--- src/rtl/rx_pkg.sv ---
// rx_pkg: shared state type and constants for the receive byte sequencer
package rx_pkg;
    typedef enum logic [2:0] {IDLE, HUNT, RECV, DONE, ERR} rx_seq_state_t;
    localparam int BYTE_BITS    = 8;
    localparam int BIT_CNT_W    = $clog2(BYTE_BITS);
    localparam int RX_MAX_BYTES = 255;
endpackage

--- src/rtl/rx_bit_counter.sv ---
// rx_bit_counter: bit position within the current byte; byte_done flags the last bit of a byte
module rx_bit_counter
    import rx_pkg::*;
(
    input  logic                 clk,
    input  logic                 reset,
    input  logic                 clear,
    input  logic                 inc,
    output logic [BIT_CNT_W-1:0] cnt,
    output logic                 byte_done
);
    assign byte_done = inc & (cnt == BIT_CNT_W'(BYTE_BITS - 1));
    always_ff @(posedge clk or negedge reset) begin
        if (!reset)
            cnt <= '0;
        else if (clear)
            cnt <= '0;
        else if (inc)
            cnt <= byte_done ? '0 : cnt + 1'b1;
    end
endmodule

--- src/rtl/rx_byte_sequencer.sv ---
// rx_byte_sequencer: turns decoded bits after SFD into shift-register strobes and frames the bytes.
// Defining RX_TIMEOUT_EN adds an inter-bit timeout in RECV and the rx_timeout output.
module rx_byte_sequencer
    import rx_pkg::*;
#(
    parameter int MAX_BYTES   = RX_MAX_BYTES,
    parameter int CNT_W       = 8,
    parameter int BIT_TIMEOUT = 1024
) (
    input  logic                 clk,
    input  logic                 reset,
    input  logic                 start_receive,
    input  logic                 sfd_detected,
    input  logic                 bit_valid,
    input  logic                 bit_value,
    input  logic                 carrier_lost,
    input  logic [BYTE_BITS-1:0] shreg_data,
    output logic                 write_0,
    output logic                 write_1,
    output logic                 shreg_clear,
    output logic [BYTE_BITS-1:0] byte_out,
    output logic                 byte_valid,
    output logic [CNT_W-1:0]     byte_count,
    output logic                 frame_done,
    output logic                 frame_error,
`ifdef RX_TIMEOUT_EN
    output logic                 rx_timeout,
`endif
    output logic                 busy
);
    rx_seq_state_t        state, next_state;
    logic [BIT_CNT_W-1:0] bit_cnt;
    logic                 bit_in, byte_done, latch_pending, end_pending;
    logic                 overflow, timeout, capture;

    if (MAX_BYTES < 1 || MAX_BYTES >= (1 << CNT_W) || BIT_TIMEOUT < 1) begin : g_bad_params
        $error("rx_byte_sequencer: CNT_W must hold MAX_BYTES and BIT_TIMEOUT must be positive");
    end

    assign bit_in      = (state == RECV) & bit_valid & ~start_receive;
    assign write_0     = bit_in & ~bit_value;
    assign write_1     = bit_in & bit_value;
    assign overflow    = latch_pending & (byte_count == CNT_W'(MAX_BYTES));
    assign capture     = latch_pending & ~overflow & ~start_receive;
    assign frame_done  = (state == DONE) | (state == ERR);
    assign frame_error = state == ERR;
    assign busy        = (state == HUNT) | (state == RECV);

    rx_bit_counter u_bit_counter (
        .clk       (clk),
        .reset     (reset),
        .clear     (start_receive),
        .inc       (bit_in),
        .cnt       (bit_cnt),
        .byte_done (byte_done)
    );

    // A byte finishing together with carrier loss is completed first (end_pending), then DONE
    always_comb begin
        next_state = state;
        case (state)
            IDLE:    next_state = start_receive ? HUNT : IDLE;
            HUNT:    next_state = start_receive ? HUNT : sfd_detected ? RECV : HUNT;
            RECV:    next_state = start_receive ? HUNT
                                : (overflow | timeout) ? ERR
                                : end_pending ? (bit_in ? ERR : DONE)
                                : (carrier_lost & ~byte_done)
                                    ? (((bit_cnt == '0) & ~latch_pending & ~bit_in) ? DONE : ERR)
                                : RECV;
            default: next_state = start_receive ? HUNT : IDLE;
        endcase
    end

    always_ff @(posedge clk or negedge reset) begin
        if (!reset) begin
            state         <= IDLE;
            shreg_clear   <= 1'b0;
            latch_pending <= 1'b0;
            end_pending   <= 1'b0;
            byte_valid    <= 1'b0;
            byte_count    <= '0;
            byte_out      <= '0;
        end else begin
            state         <= next_state;
            shreg_clear   <= start_receive;
            latch_pending <= byte_done;
            end_pending   <= byte_done & carrier_lost;
            byte_valid    <= capture;
            if (start_receive)
                byte_count <= '0;
            else if (capture)
                byte_count <= byte_count + 1'b1;
            if (capture)
                byte_out <= shreg_data;
        end
    end

`ifdef RX_TIMEOUT_EN
    localparam int TMO_W = $clog2(BIT_TIMEOUT + 1);
    logic [TMO_W-1:0] tmo_cnt;

    assign timeout = (state == RECV) & (tmo_cnt == TMO_W'(BIT_TIMEOUT));

    always_ff @(posedge clk or negedge reset) begin
        if (!reset) begin
            tmo_cnt    <= '0;
            rx_timeout <= 1'b0;
        end else begin
            tmo_cnt    <= ((state != RECV) | bit_valid) ? '0 : tmo_cnt + 1'b1;
            rx_timeout <= timeout & ~start_receive;
        end
    end
`else
    assign timeout = 1'b0;
`endif
endmodule

--- config.mk ---
export PLATFORM = sky130hd
export DESIGN_NAME = rx_byte_sequencer
export DESIGN_NICKNAME = d
export VERILOG_FILES = /design/src/rtl/rx_pkg.sv /design/src/rtl/rx_bit_counter.sv /design/src/rtl/rx_byte_sequencer.sv
export SDC_FILE = /design/constraint.sdc
export NUM_CORES = 1
export LEC_CHECK = 0
export BUFFER_PORTS_ARGS = -buffer_cell sky130_fd_sc_hd__buf_2
export CELL_PAD_IN_SITES_DETAIL_PLACEMENT = 1
export CELL_PAD_IN_SITES_GLOBAL_PLACEMENT = 1
export CORE_UTILIZATION = 41
export CTS_BUF_LIST = sky130_fd_sc_hd__clkbuf_8
export DETAILED_ROUTE_END_ITERATION = 8
export GPL_TIMING_DRIVEN = 0
export PLACE_DENSITY = 0.92
export SYNTH_ARGS = -nofsm -noshare
export SYNTH_HDL_FRONTEND = slang
export SYNTH_SLANG_ARGS = --single-unit
export TNS_END_PERCENT = 1
--- constraint.sdc ---
create_clock -name clk -period 2.1 [get_ports clk]
set_input_delay 0.21 -clock clk [delete_from_list [all_inputs] [get_ports clk]]
set_output_delay 0.21 -clock clk [all_outputs]
set_load 0.02 [all_outputs]
## Word level (Yosys, flattened, before mapping)

Index checks and enable logic that the tools add are counted.

| operators by class | value |
|---|---|
| add/sub/neg operators | 2 |
| equality and inequality tests | 6 |
| multiplexer cells | 15 |
| bitwise operators | 20 |
| reduce and logical (&&, ||, !) cells | 3 |

Operators with widths:

| kind | number |
|---|---|
| 2-to-1 mux 3 bit | 9 |
| 2-to-1 mux 8 bit | 2 |
| AND 1 bit | 12 |
| adder 8 x 1 -> 8 bit, second input constant | 1 |
| equality test 8 bit, second input constant | 1 |
| equality test 3 x 2 -> 1 bit, second input constant | 2 |
| equality test 3 bit, second input constant | 2 |
| NOT 1 bit | 6 |
| one-hot mux 3 bit (2 select lines) | 1 |
| 2-to-1 mux 2 bit | 2 |
| nonzero test 2 bit | 2 |
| adder 3 x 1 -> 3 bit, second input constant | 1 |
| equality test 3 x 1 -> 1 bit, second input constant | 1 |
| logical NOT 3 bit | 1 |
| OR 1 bit | 2 |
| 2-to-1 mux 1 bit | 1 |

| word-level totals | value |
|---|---|
| bits in registers | 26 |
| bits of input ports | 15 |
| output and inout bits | 23 |
| word-level logic and storage cells | 54 |

## Depth between registers and ports, before layout

Gate-level depths: netlist (run 1).

| logic depth | value |
|---|---|
| depth after elaboration | 11 |
| mapped depth | 6 |

## Cells and area by module

A second synthesis (run 1) with hierarchy kept.

| second synthesis, totals | value |
|---|---|
| cells, all modules | 115 |
| area total of the unflattened synthesis | 1297.5 um^2 |

Modules (own cells, without submodules):

| module | instances | cells each | area an instance (um^2) |
|---|---|---|---|
| rx_byte_sequencer | 1 | 101 | 1137.3 |
| rx_bit_counter | 1 | 14 | 160.2 |

## Least setup slack after synthesis (run 1)

Ideal clock, no wire load.

| path | value |
|---|---|
| path type | flip-flop to flip-flop |
| start | reg byte_count[0] |
| end | reg byte_out[0] |
| setup time | 125 ps |
| data arrival time | 1524 ps |
| required time | 1975 ps |
| path slack | 452 ps |
| stages on the path, launching flop included | 5 |
| buffers on the path | 0 |
| period minus slack after synthesis | 1648 ps |
| cells stage by stage | dfrtp_1 ha_1 a31o_4 nor2_8 mux2_2 |

| between the ends | value |
|---|---|
| cells in the longest elaborated chain, start to end | 5 |

Ends and longest elaborated chain:

| element | line | RTL |
|---|---|---|
| from (decl) | rx_byte_sequencer.sv:23 | `output logic [CNT_W-1:0] byte_count,` |
| from (signal assigned) | rx_byte_sequencer.sv:92 | `byte_count <= byte_count + 1'b1;` |
| equality test 8 bit | rx_byte_sequencer.sv:43 | `assign overflow = latch_pending & (byte_count == CNT_W'(MAX_BYTES));` |
| AND 1 bit | rx_byte_sequencer.sv:43 |  |
| NOT 1 bit | rx_byte_sequencer.sv:44 | `assign capture = latch_pending & ~overflow & ~start_receive;` |
| AND 1 bit (2 in series) | rx_byte_sequencer.sv:44 |  |
| net capture | rx_byte_sequencer.sv:34 | `logic overflow, timeout, capture;` |
| to (signal assigned) | rx_byte_sequencer.sv:94 | `byte_out <= shreg_data;` |
| to (decl) | rx_byte_sequencer.sv:21 | `output logic [BYTE_BITS-1:0] byte_out,` |

The timed path passes the listed nets, and every way through them passes these cells.
A chain may end at the register's enable or synchronous reset.

## Final worst setup path (run 1)

| path | value |
|---|---|
| start | reg state[0] |
| end | reg state[1] |

| between the ends | value |
|---|---|
| cells in the longest elaborated chain, start to end | 11 |
| elaborated cells between the ends (all ways) | 16 |
| those cells by class | eq/ne: 2; mux: 7; bitwise: 7 |

Ends and longest elaborated chain:

| element | line | RTL |
|---|---|---|
| from (decl) | rx_byte_sequencer.sv:31 | `rx_seq_state_t state, next_state;` |
| from (signal assigned) | rx_byte_sequencer.sv:84 | `state <= next_state;` |
| equality test 3 x 2 -> 1 bit | rx_byte_sequencer.sv:40, rx_byte_sequencer.sv:61 |  |
| AND 1 bit (2 in series) | rx_byte_sequencer.sv:40 | `assign bit_in = (state == RECV) & bit_valid & ~start_receive;` |
| NOT 1 bit or AND 1 bit (tied branches) | rx_byte_sequencer.sv:68, rx_bit_counter.sv:12 |  |
| AND 1 bit or NOT 1 bit (tied branches) | rx_byte_sequencer.sv:68, rx_byte_sequencer.sv:67 |  |
| 2-to-1 mux 3 bit or AND 1 bit (tied branches) | rx_byte_sequencer.sv:68, rx_byte_sequencer.sv:67 |  |
| 2-to-1 mux 3 bit | rx_byte_sequencer.sv:68 | `? (((bit_cnt == '0) & ~latch_pending & ~bit_in) ? DONE : ERR)` |
| 2-to-1 mux 3 bit | rx_byte_sequencer.sv:66 | `: end_pending ? (bit_in ? ERR : DONE)` |
| 2-to-1 mux 3 bit | rx_byte_sequencer.sv:65 | `: (overflow \| timeout) ? ERR` |
| 2-to-1 mux 3 bit | rx_byte_sequencer.sv:64 | `RECV: next_state = start_receive ? HUNT` |
| one-hot mux 3 bit (2 select lines) (*) | rx_byte_sequencer.sv:61 | `case (state)` |
| net next_state[1] | rx_byte_sequencer.sv:31 |  |

Mark *: on every way through the listed nets, which the timed path passes. The rest lies on a longest branch.

==> results of run 1 <==
-- how the worst max path moves through the flow --
stage,start,end,slack (ns)
6_report,state[0]$_DFF_PN0_,state[1]$_DFF_PN0_,0.34
5_1_grt,state[0]$_DFF_PN0_,write_0,0.21
4_1_cts,state[0]$_DFF_PN0_,write_1,0.34
3_5_place_dp,byte_count[0]$_DFFE_PN0P_,byte_out[4]$_DFFE_PN0P_,0.41
3_3_place_gp,byte_count[0]$_DFFE_PN0P_,byte_out[2]$_DFFE_PN0P_,0.47
2_1_floorplan,byte_count[0]$_DFFE_PN0P_,byte_out[0]$_DFFE_PN0P_,0.45
-- stage by stage --
| step | setup WS, ns | cell area, um^2 | std cells | hold WS, ns | total power, W |
|---|---|---|---|---|---|
| after floorplan | 0.452 | 1310 | 116 | -0.0856 | 0.000584 |
| after global placement | 0.475 | 1550 | 197 | 0.232 | 0.000626 |
| after detailed placement | 0.414 | 1550 | 197 | 0.248 | 0.000633 |
| after CTS | 0.337 | 1630 | 202 | 0.0541 | 0.00106 |
| after global routing | 0.206 | 1630 | 202 | 0.0488 | 0.00109 |
| final | 0.340 | 1630 | 202 | 0.0578 | 0.00105 |
-- routing by layer --
| metal | part of all wire | routed length (um) |
|---|---|---|
| met3 | 0.035 | 115 |
| met4 | 0.021 | 70 |
| met2 | 0.53 | 1750 |
| met5 | 0 | 0 |
| met1 | 0.42 | 1390 |
-- flip-flops by register name (all words and copies together), names as in the netlist --
register           flops
byte_count             8
byte_out               8
byte_valid             1
end_pending            1
latch_pending          1
shreg_clear            1
state                  3
u_bit_counter.cnt      3
-- Yosys cell counts (all sizes together) (2+ instances only) --
library cell  instances
a211oi                2
o21ai                 4
and3                  4
a2111oi               2
a31oi                 3
mux2                  8
nand3                 7
nand2b                2
a21oi                 7
xnor2                 3
nor4b                 2
inv                   8
ha                    4
nand2                 4
nor3                  2
nor2                 10
and2                  3
dfrtp                26
nor3b                 4
-- cells by family after synthesis --
kind of cell               after synthesis
muxes                                    9
adders and majority gates                4
and+or+nand+nor                         41
buffers and inverters                   10
DFF                                     26
AOI/OAI and AO/OA                       22
xor gates and xnor gates                 4
-- report_power, final --
part	switching, W	internal, W
clock	0.000167	0.000255
sequential	0.0000108	0.000513
combinational	0.0000595	0.0000402
total	0.000237	0.000808
-- worst max-delay path: cells and delay by family, from the launching register on --
family | cells | cell delay (ns)
AND/OR/NAND/NOR | 1 | 0.62
flip-flops | 1 | 0.47
AO/OA/AOI/OAI | 2 | 0.57
-- area by class of cell --
cell class                      count  area, um^2  area share
Clock inverter                      1        30.0      0.0184
Timing Repair Buffer               38         195       0.120
Tap cell                           44        55.1      0.0338
Multi-Input combinational cell     80         611       0.375
Buffer                              2        15.0     0.00922
Inverter                            8        30.0      0.0184
Sequential cell                    26         651       0.400
Clock buffer                        3        41.3      0.0254
-- timing repair --
action | 4_1_cts | 5_1_grt
setup endpoints to repair | 0 | 0
buffers inserted | 0 | 0
endpoints found under the hold margin | 26 | 0
hold buffers | 1 | 0
==> impl_results.md, run 1 <==
* Status: complete, no violations
* Fill count at 339
* Critical path class: flop to flop
* Initial antenna violation count at 0
* Post-synth ARST share at 1.00
* CP cell instances: nor3b_1, o221ai_1, o31ai_1
* PortBufs at 37
* Iteration-0 DRC count of the detailed router at 34
* Mean Syn Cell Area at 11.3 um^2
* Worst R2R Path Depth at 3
* Synth Area in Simple Gates at 0.203
* Max_cap viols at 0
* Clk sinks at 26
* Nets at 178
* Post-synth cell types at 34
* Slowest cell on the critical path: nor3b_1
* Synth Net Count at 135
* Die Span Y at 58.4 um
* Cells after synthesis at 116
* Core area at 0.00303 mm^2
* # DRC at 0
* Drt via density at 5.38
* Drt pass-1 iters at 4
* Crit end category: flop
* Via count at 1086
* Largest area contributor in the netlist: dfrtp_1
* Initial Util at 0.431
* Final hold viol count at 0
* FP Rows at 20
* Yosys warning count at 0
* Synth Area in Adders at 0.0383
* Dpl hpwl at 2380 um
* Depth of the CTS H-tree at 1
* Commonest non-fill, non-tap cell in the layout: buf_2
* Die Wd at 58.4 um
* Final worst path period share at 0.838
* Worst rel slew slack at 0.545
* Reg2Reg Setup Slack at 0.34 ns
* Worst-margin pin slew at 0.682 ns
* Setup tns final at 0 ns
* CP required at 2.28 ns
* CTS tree: yes
* WP data arrival at 1.94 ns
* Slew Viols, Final at 0
* Largest net degree at the start of global routing at 27
* CP peak stage delay at 0.62 ns
* Sequential element share of the synthesized area at 0.498
* Post-Synth XOR/XNOR Area at 0.0268
* Leakage power at 0.806 nW
* CP max FO at 6
* Worst Hold Launch: start_receive
* Synth top area share at 0.498
* Mux share of post-synthesis cell area at 0.0766
* Clock transition at path regs at 0.09 ns
* M3 GR Usage at 0.0264
* Area grow syn2layout at 24.6%
* Final WL at 3330 um
* Clk Latency, worst-skew pair at 0.28 ns
* Tmin final at 1.76 ns
* Routed Antenna Nets at 0
* WHS Endpoint: shreg_clear$_DFF_PN0_
* Drt wl/cell at 16.5 um
* VDD IR max at 0.459 mV
* CTS max path bufs at 2
* Synth top area cells: dfrtp_1 50%, mux2_2 6.9%, ha_1 3.8%
* EDFF count, synth at 0
* Final core occ at 0.538
* #FFs+latches synth at 26
* Synth Flop Type: dfrtp_1
* Ant. Diodes at 0
* Post-Route Skew at 0.00155 ns
* First-pass GRT wire length at 5530 um
* Power per cell area at 642 mW/mm^2
* Commonest non-fill, non-tap cells in the layout: 37 x buf_2, 26 x dfrtp_1, 9 x nor2_1
* WHS Path Cells at 1
* Layout cells sized above 1 at 0.367
* RD Place Congestion at 0.755
* Number of CTS-inserted buffers at 3
* Main combinational cell family by area after synthesis: simple AND/OR/NAND/NOR gates
* Ports at 38
* Unrepaired setup endpoints after global routing: no
* Most crowded layer after global routing: met2
* Full die area at 0.00342 mm^2
* Setup violations, final at 0
* Reg-to-reg endpoint: state[1]$_DFF_PN0_
* Grt met1 use at 0.260
* Launch point of the worst reg-to-reg path: state[0]$_DFF_PN0_
* Vias in the first global route at 1207
* Post-CTS sizing at 0
* Grt ovf at 0
* All-Layer GR Usage at 0.212
* GR Layer Usage met2 at 0.386
* Hold Crit Class: input pin to flop
* Root Driver: clkbuf_8
* Max Freq at 568 MHz
* Critical Path Source Type: flop
* Mapped Area at 0.00131 mm^2
* Post-synthesis compound-gate area fraction at 0.123
Note: power is estimated with default switching activity, not from simulation.
==> inputs of run 2 (changes only) <==
Settings changed: CORE_UTILIZATION 41 to 37, PLACE_DENSITY 0.92 to 0.88.
Clock period 2.1 ns to 1.4 ns, I/O delays scaled along.
==> run 2 against run 1 <==
The run now ends with negative setup slack left. Critical path depth is the same. Die area rose by 10%. Register-to-register slack worse by 0.54 ns. Sequential cell count stayed put. Non-clock buffer count increased by 3. Sequential power up 50%. Clock power up 51%. Clock skew increased by 0.0042 ns. Power is 52% higher. Core utilization fell by 2.0 points. Combinational power is 70% higher. Critical path type is now flop to output port. Critical endpoint is now write_1. Largest power group unchanged. Highest routed layer unchanged.
==> impl_results.md, run 2 (synthesis results as in run 1) <==
* Status: finished, violations left
* Failing checks: negative setup slack
* Sequential power share at 0.493 (-0.008)
* Clock power frac at 0.400 (-0.004)
* Clk Latency, worst-skew pair at 0.28 ns (about the same)
* Commonest non-fill, non-tap cell in the layout: buf_2
* Final WL at 3170 um (-5.0%)
* Vias in the first global route at 1117 (-7.5%)
* Leakage power at 0.806 nW (+0.12%)
* Final hold viol count at 0 (unchanged)
* Total power at 0.00159 W (+52%)
* Fill count at 404 (+19%)
* PortBufs at 37 (unchanged)
* Delay-heaviest family, CP: simple AND/OR/NAND/NOR gates
* Max Freq at 619 MHz
* Final worst path period share at 1.15
* Initial antenna violation count at 0 (unchanged)
* Layout cells sized above 1 at 0.484 (+0.117)
* Core area at 0.00336 mm^2 (+11%)
* Initial Util at 0.388 (-0.0430)
* Critical Path Source Type: flop
* Ant. Diodes at 0 (unchanged)
* Drt via density at 5.15 (-4.1%)
* CP max FO at 5 (-1)
* VDD IR max at 0.454 mV (-1.0%)
* Root Driver: clkbuf_8
* CP required at 1.26 ns (-1.02 ns)
* Slew Viols, Final at 0 (unchanged)
* Full die area at 0.00377 mm^2 (+10%)
* Grt ovf at 0 (unchanged)
* Routed Antenna Nets at 0 (unchanged)
* Nets at 181 (+1.7%)
* Dpl hpwl at 2370 um (-0.38%)
* Drt pass-1 iters at 4 (unchanged)
* Setup violations, final at 19 (+19)
* Ports at 38 (unchanged)
* Net Sw Power at 0.000363 W (+53%)
* First-pass GRT wire length at 5140 um (-7.0%)
* Number of CTS-inserted buffers at 3 (unchanged)
* Die Span Y at 61.4 um (+5.1%)
* Commonest non-fill, non-tap cells in the layout: 32 x buf_2, 17 x dfrtp_1, 9 x nor2_1, 9 x dfrtp_2, 8 x inv_1
* Max_cap viols at 0 (unchanged)
* Final WS setup at -0.215 ns (-0.555 ns)
* CP peak stage delay at 0.45 ns (-0.17 ns)
* RD Place Congestion at 0.818 (+8.3%)
* Power per cell area at 913 mW/mm^2 (+42%)
* Switching share of power at 0.228 (+0.00106)
* Worst-margin pin slew at 0.564 ns (-0.118 ns)
* Worst rel slew slack at 0.624 (+0.0796)
* Drt wl/cell at 15.3 um (-7.3%)
* CTS tree: yes
* Iteration-0 DRC count of the detailed router at 13 (-62%)
* CTS max path bufs at 2 (unchanged)
* CP cell instances: nor4b_4, and3_4, buf_6
* Post-Route Skew at 0.00571 ns (+0.00416 ns)
* FP Rows at 21 (+5.0%)
* WP data arrival at 1.47 ns (-0.47 ns)
* Largest net degree at the start of global routing at 27 (unchanged)
* Slowest cell on the critical path: dfrtp_2
* Tmin final at 1.61 ns
* Comb pwr share at 0.107 (+0.012)
* Depth of the CTS H-tree at 1 (unchanged)
* Area grow syn2layout at 33.3%
* Setup tns final at -3.00 ns (-3.00 ns)
* Buf/Inv on CP at 1 (+1)
* P_int at 0.00123 W (+52%)
* Largest registers: byte_count: 8 flops, byte_out: 8 flops
* # DRC at 0 (unchanged)
* Via count at 1067 (-1.7%)
* Die Wd at 61.4 um (+5.1%)
* All-Layer GR Usage at 0.190 (-0.0215)
* Critical path class: flop to output port
* Unrepaired setup endpoints after global routing: yes
* Hold Crit Class: input pin to flop
* Crit end category: output port
* Clock transition at path regs at 0.10 ns (about the same)
* Clk sinks at 26 (unchanged)
-- run 2: timing repair --
action	4_1_cts	5_1_grt
pin swaps	5	4
gates resized for setup	11	6
setup endpoints to repair	19	24
hold endpoints to repair	27	0
buffers inserted	1	1
hold buffers	2	0
-- run 2: routing by layer --
layer / routed length [um] / global-route usage / vias up / part of all wire
met5: 0 / 0 / - / 0
met4: 55 / 0.0921 / 0 / 0.017
met3: 107 / 0.0294 / 5 / 0.034
met2: 1700 / 0.342 / 27 / 0.54
met1: 1300 / 0.222 / 531 / 0.41
li1: - / - / 504 / -
-- run 2: worst paths after layout --
kind | from | to | slack (ns) | cells past startpoint
hold reg to reg | byte_out[5]$_DFFE_PN0P_ | byte_out[5]$_DFFE_PN0P_ | 0.51 | 1
max in group asynchronous | reset | byte_count[5]$_DFFE_PN0P_ | 0.59 | 2
setup / recovery | state[0]$_DFF_PN0_ | write_1 | -0.21 | 3
min in group asynchronous | reset | state[0]$_DFF_PN0_ | 0.40 | 2
hold / removal | shreg_data[2] | byte_out[2]$_DFFE_PN0P_ | 0.09 | 2
setup reg to reg | u_bit_counter.cnt[0]$_DFFE_PN0P_ | state[1]$_DFF_PN0_ | -0.20 | 5
-- run 2: power groups by stage --
stage | registers [W] | logic (W) | clock network, W
floorplan | 0.000815 | 0.0000617 | 0
global placement | 0.000798 | 0.000142 | 0
detailed placement | 0.000800 | 0.000150 | 0
CTS | 0.000786 | 0.000167 | 0.000639
global route | 0.000788 | 0.000186 | 0.000682
finish | 0.000785 | 0.000170 | 0.000636
-- run 2: per-stage QoR --
stage / std cells / utilization / hold slack, ns / setup WS [ns] / instance area, um^2
final: 207 / 0.518 / 0.0892 / -0.215 / 1740
after global routing: 207 / 0.518 / 0.0925 / -0.277 / 1740
after CTS: 206 / 0.510 / 0.0899 / -0.264 / 1720
after detailed placement: 199 / 0.470 / 0.172 / -0.244 / 1580
after global placement: 199 / 0.470 / 0.160 / -0.139 / 1580
after floorplan: 116 / - / -0.156 / -0.131 / 1340
-- run 2: final cells by class --
class,count,area (um^2),area share
multi-input cells,80,666,0.382
inverters,8,30.0,0.0172
well taps,46,57.6,0.0330
clock buffers,3,41.3,0.0237
clock inverters,1,30.0,0.0172
flip-flops and latches,26,662,0.380
plain buffers,2,15.0,0.00862
repair buffers,41,240,0.138
